===== config.mk =====
export PLATFORM = sky130hd
export DESIGN_NAME = sw_debounce
export DESIGN_NICKNAME = d
export VERILOG_FILES = /design/src/rtl/sw_debounce.sv
export SDC_FILE = /design/constraint.sdc
export NUM_CORES = 1
export LEC_CHECK = 0
export ABC_AREA = 1
export BUFFER_PORTS_ARGS = -buffer_cell sky130_fd_sc_hd__buf_2
export CAP_MARGIN = 20
export CORE_ASPECT_RATIO = 1.1
export CORE_UTILIZATION = 61
export CTS_BUF_LIST = sky130_fd_sc_hd__clkbuf_8 sky130_fd_sc_hd__clkbuf_16
export CTS_CLUSTER_DIAMETER = 80
export DETAILED_ROUTE_END_ITERATION = 12
export PLACE_DENSITY_LB_ADDON = 0.12
export SYNTH_ARGS = -nofsm -noshare
export SYNTH_HDL_FRONTEND = slang
export SYNTH_SLANG_ARGS = --single-unit

===== constraint.sdc =====
create_clock -name clk -period 1.5 [get_ports clk]
set_input_delay 0.15 -clock clk [delete_from_list [all_inputs] [get_ports clk]]
set_output_delay 0.15 -clock clk [all_outputs]
set_load 0.05 [all_outputs]

===== src/rtl/sw_debounce.sv =====
// Switch conditioner: two-flop synchronizer, then a per-channel hold-time filter with registered strobes.
// Latency DB_CYCLES+2 edges from pad to sw_level; no backpressure (level outputs plus 1-cycle strobes).
module sw_debounce #(
  parameter int WIDTH     = 3,
  parameter int DB_CYCLES = 240000,
  parameter int CNT_W     = $clog2(DB_CYCLES)
) (
  input  logic             clk,
  input  logic             rst_n,
  input  logic [WIDTH-1:0] sw,
  output logic [WIDTH-1:0] sw_level,
  output logic [WIDTH-1:0] sw_rise,
  output logic [WIDTH-1:0] sw_fall,
  output logic             sw_any
);

  typedef enum logic {
    ST_STABLE  = 1'b0,
    ST_PENDING = 1'b1
  } state_e;

  localparam logic [CNT_W-1:0] CNT_MAX = CNT_W'(DB_CYCLES - 1);

  logic [WIDTH-1:0] s1_q, s1_d;
  logic [WIDTH-1:0] s2_q, s2_d;
  logic [WIDTH-1:0] level_q, level_d;
  logic [WIDTH-1:0] rise_q, rise_d;
  logic [WIDTH-1:0] fall_q, fall_d;
  logic [CNT_W-1:0] cnt_q [WIDTH];
  logic [CNT_W-1:0] cnt_d [WIDTH];
  state_e           state [WIDTH];

  // The state register is implicit: a channel is pending whenever s2 disagrees with the accepted level.
  always_comb begin
    s1_d    = sw;
    s2_d    = s1_q;
    level_d = level_q;
    rise_d  = '0;
    fall_d  = '0;
    for (int i = 0; i < WIDTH; i++) begin
      cnt_d[i] = '0;
      state[i] = (s2_q[i] == level_q[i]) ? ST_STABLE : ST_PENDING;
      case (state[i])
        ST_STABLE: cnt_d[i] = '0;
        ST_PENDING: begin
          if (cnt_q[i] == CNT_MAX) begin
            level_d[i] = s2_q[i];
            rise_d[i]  = s2_q[i];
            fall_d[i]  = ~s2_q[i];
          end else begin
            cnt_d[i] = cnt_q[i] + CNT_W'(1);
          end
        end
        default: cnt_d[i] = '0;
      endcase
    end
  end

  always_ff @(posedge clk or negedge rst_n) begin
    if (!rst_n) begin
      s1_q    <= '0;
      s2_q    <= '0;
      level_q <= '0;
      rise_q  <= '0;
      fall_q  <= '0;
      for (int i = 0; i < WIDTH; i++) cnt_q[i] <= '0;
    end else begin
      s1_q    <= s1_d;
      s2_q    <= s2_d;
      level_q <= level_d;
      rise_q  <= rise_d;
      fall_q  <= fall_d;
      for (int i = 0; i < WIDTH; i++) cnt_q[i] <= cnt_d[i];
    end
  end

  assign sw_level = level_q;
  assign sw_rise  = rise_q;
  assign sw_fall  = fall_q;
  assign sw_any   = |{rise_q, fall_q};

endmodule


After elaboration in Yosys (flattened, before gate mapping)
Cells that the tools add are included.
- add/subtract/negate cells: 3
- equal/unequal tests: 6
- muxes and demuxes: 21
- bitwise gates (word level): 6
- reduce and logical (&&, ||, !) cells: 4
- operator list (cell ; count):
    $pmux W18 S2 ; 3
    $add A18 B1 Y18 const B ; 3
    $eq A18 B18 Y1 const B ; 3
    $mux W18 ; 3
    $mux W1 ; 15
    $not A1 Y1 ; 6
    $reduce_and A2 Y1 ; 3
    $reduce_or A6 Y1 ; 1
    $eq A1 B1 Y1 ; 3
- bits in registers: 69
- bits of input ports: 5
- logic and storage cells: 50

Depth between registers and ports, before layout
- word-level depth: 3
- mapped depth: 9
- mapped depth without buffers: 9

Worst setup path before layout
OpenSTA, ideal clock, no wires.
- kind: register -> register
- start: register level_q[1], in the netlist sw_level[1]
- end: register cnt_q[29] in the netlist's numbering
- setup time: 0.119 ns
- data arrival time: 1.325 ns
- setup slack: 0.056 ns
- stages on the path, launching flop included: 7
- buffers on the path: 1
- clock period less this slack: 1.444 ns
- path through: dfrtp_1 > nor2_1 > nor2_1 > inv_1 > nand2_2 > buf_6 > nor2_1
- RTL lines (what ; RTL line ; RTL):
    from (decl) ; 26 ; logic [WIDTH-1:0] level_q, level_d;
    from (signal assigned) ; 70 ; level_q <= level_d;
    to (decl) ; 29 ; logic [CNT_W-1:0] cnt_q [WIDTH];

Final worst setup path
- start: register fall_q[2], in the netlist sw_fall[2]
- end: output sw_any
- longest elaborated chain between the ends: 1
- RTL lines (what ; RTL line ; RTL):
    from (decl) ; 28 ; logic [WIDTH-1:0] fall_q, fall_d;
    from (signal assigned) ; 72 ; fall_q <= fall_d;
    $reduce_or A6 Y1 ; 80 ; assign sw_any = |{rise_q, fall_q};
    to (decl) ; 14 ; output logic sw_any
Every way passes these cells.

==> results.md <==
* Non-Filler Instances at 568
* Die Width at 74.3 um
* Final WL at 7.37 mm
* Later-pin clock latency in the skew report at 0.34 ns
* Dpl ws at 0.0118 ns
* Post-synth top cells: nor2_1, nand2_1, dfrtp_1, inv_1, nand3_1
* Yosys warning total at 0
* Area leader, netlist: dfrtp_1
* Top area cells in the synthesized netlist: dfrtp_1, nor2_1, nand2_1, inv_1, nand3_1
* Final min period at 1.55 ns
* Flop pwr share at 0.584
* Syn nets at 453
* Sequential element share of the synthesized area at 0.492
* # IOs at 15
* Final Skew at 0.0111 ns
* R2r setup slk at 0.03 ns
* DRC viols at 0
* GRT Util Overall at 0.256
* Switching share of power at 0.234
* Nets@finish at 498
* Endpoint, Worst Hold: s2_q[2]
* DR WL met3 at 313 um
* Worst EP required at 1.35 ns
* Final period util at 1.03
* Post-Syn Instances at 445
* FMAX at 647 MHz
* Leakage power at 0.00185 uW
* Area share of the largest cell type after synthesis at 0.492
* Int Pwr at 2510 uW
* Reg2reg end: cnt_q[46]
* Placed cell count at 543
* Final total power at 3270 uW
* Vias in the first global route at 2743
* Vias/cell at 5.25
* RSZ-0062 raised after global routing: true
* CTS Buffer Depth at 2
* Core Footprint at 0.00547 mm^2
* DR pass1 iterations at 5
* Outcome: finished with violations
* # port buffers at 14
* First-pass GRT wire length at 11.6 mm
* Wire per inst at 13.0 um
* Failing checks: negative setup slack
* Pin count of the biggest net entering global routing at 70
* Worst slew pin tran at 0.360 ns
* Die Height at 81.5 um
* Antenna Nets Post-Route at 0
* EDFF count, synth at 0
* Endpoints failing setup at 1
* Syn Std Cell Area at 0.00351 mm^2
* Crit Path Class: register to output port
* WL met2 at 3.68 mm
* Initial Util at 0.642
* Combinational share of power at 0.048
* Crit path DAT at 1.40 ns
* Final Hold Fails at 0
* Startpoint Class: register
* Worst Setup SP: sw_fall[2]
* Layout cells sized above 1 at 0.170
* Fin worst setup slack at -0.0458 ns
* Metal-1 WL at 3.24 mm
* Max-Cap Viols at 0
* Final Wtd Congestion at 0.915
* Cell with the most instances after synthesis: nor2_1
* CTS sink cnt at 69
* Worst VDD drop at 0.000731 V
* Worst hold start: s1_q[2]
* Initial antenna violation count at 0
* Clock group share of total power at 0.367
* Max Fanout on Critical Path at 2
* Via Count at 2981
* Pwr dens at 793 mW/mm^2
* First-iteration detailed-routing DRC count at 355
* CP endpoint kind: output port
* DP HPWL at 4.89 mm
* N_diodes at 0
* Syn Area/Cell at 7.88 um^2
* Worst Hold Depth at 0
* Yosys reg bits at 69
* Standard-cell rows at 28
* Netlist cell types at 26
* Die area at 0.00606 mm^2
* Worst Hold Class: register to register
* Fraction of registers with async set or reset after synthesis at 1.00
* Top Layer Used: met4
* Prevailing post-synth register cell: dfrtp_1
* Reg clk slew, reported paths at 0.07 ns
* Slew HR at 0.760
* Crit Reg-Reg Startpoint: cnt_q[37]
* GR Overflow Total at 0
* Slew Limit Fails at 0
* Area growth syn-to-layout at 17.7%
* Net Switching at 766 uW
* CTS tree: built
* Cells on worst reg2reg path at 7
* H-tree Lvls at 3
* Clock Root Buffer: clkbuf_8
* TritonCTS Buffers at 9
-- final cells by class --
class / instances / area [um^2]
Timing Repair Buffer: 31 / 226
Sequential cell: 69 / 1730
Tap cell: 75 / 93.8
Inverter: 55 / 206
Fill cell: 408 / 1340
Clock buffer: 9 / 124
Clock inverter: 5 / 22.5
Multi-Input combinational cell: 324 / 1730
-- placed cells by master, fill, tap and decap left out --
| cell type | synthesis | routed |
|---|---|---|
| ha_4 | 0 | 1 |
| nor3_1 | 14 | 13 |
| o22ai_1 | 1 | 1 |
| xor2_1 | 18 | 18 |
| nor2_4 | 4 | 11 |
| buf_12 | 0 | 1 |
| clkinv_2 | 0 | 3 |
| xnor2_1 | 7 | 7 |
| nand3_4 | 0 | 2 |
| nand3_1 | 32 | 32 |
| nand3b_1 | 1 | 1 |
| dlygate4sd3_1 | 0 | 4 |
| o21ai_0 | 6 | 5 |
| dfrtp_1 | 69 | 69 |
| a21oi_1 | 7 | 7 |
| buf_2 | 0 | 13 |
| nand2_4 | 2 | 6 |
| buf_4 | 0 | 12 |
| nor3b_1 | 2 | 2 |
| buf_6 | 1 | 1 |
| ha_1 | 3 | 1 |
| nor4_2 | 0 | 1 |
| nand2_2 | 5 | 11 |
| inv_1 | 55 | 55 |
| clkbuf_8 | 0 | 9 |
| and2_1 | 1 | 1 |
| nor2_2 | 7 | 6 |
| o21bai_1 | 2 | 2 |
| inv_2 | 0 | 2 |
| nand2_1 | 82 | 74 |
| ha_2 | 0 | 1 |
| nor2_1 | 115 | 109 |
| o21ai_1 | 1 | 2 |
| a31oi_1 | 1 | 1 |
| nor3_2 | 0 | 1 |
| nand3_2 | 3 | 3 |
| nand4_1 | 5 | 5 |
-- flip-flops by register name, indices dropped and copies added, names as in the netlist --
register / count
s2_q: 3
s1_q: 3
sw_level: 3
sw_fall: 3
cnt_q: 54
sw_rise: 3
-- how the worst max path moves through the flow --
stage / to / depth (start not counted)
6_report: sw_any / 4
5_1_grt: sw_any / 4
4_1_cts: sw_any / 4
3_5_place_dp: cnt_q[46] / 8
3_3_place_gp: cnt_q[11] / 8
2_1_floorplan: cnt_q[29] / 6
-- kinds of logic after synthesis --
logic type / Yosys count / share of synthesized area
AO/OA/AOI/OAI: 18 / 0.0278
XOR/XNOR: 25 / 0.0624
adder cells (fa/ha/maj): 3 / 0.0107
buffers and inverters: 56 / 0.0621
flip-flops: 69 / 0.492
AND/OR/NAND/NOR: 274 / 0.345
-- per-stage QoR --
| step | TNS, ns | area [um^2] | util | hold WS (ns) |
|---|---|---|---|---|
| after CTS | -0.00296 | 3950 | 0.722 | 0.353 |
| after detailed placement | 0 | 3750 | 0.686 | 0.204 |
| after global placement | 0 | 3750 | 0.686 | 0.199 |
| after global routing | -0.326 | 4130 | 0.755 | 0.354 |
| final | -0.0458 | 4130 | 0.755 | 0.350 |
| after floorplan | 0 | 3510 | - | -0.146 |
-- worst max-delay path, cell delays in order (launching register included) --
cell,delay [ns]
dfrtp_1,0.40
nor4_2,0.29
buf_4,0.18
nand2_2,0.05
buf_6,0.14
-- routing by layer --
metal  global-route usage  vias up
li1                     -     1488
met1                0.331     1391
met2                0.418       89
met3               0.0540       13
met4                0.104        0
met5                    0        -
-- timing repair --
action	in CTS	in global routing
hold buffers	4	0
setup buffers	0	3
resized for setup	4	33
cloned	0	4
setup endpoints to repair	2	36
hold endpoints to repair	72	0
pin swaps	1	7
-- power groups by stage --
stage | Sequential, uW | Clock (uW) | Combinational [uW]
after detailed placement | 1940 | 0 | 133
after CTS | 1910 | 1220 | 142
after global routing | 1910 | 1320 | 182
final | 1910 | 1200 | 158
after global placement | 1940 | 0 | 130
after floorplan | 1940 | 0 | 63.6
Note: power is estimated with default switching activity, not from simulation.
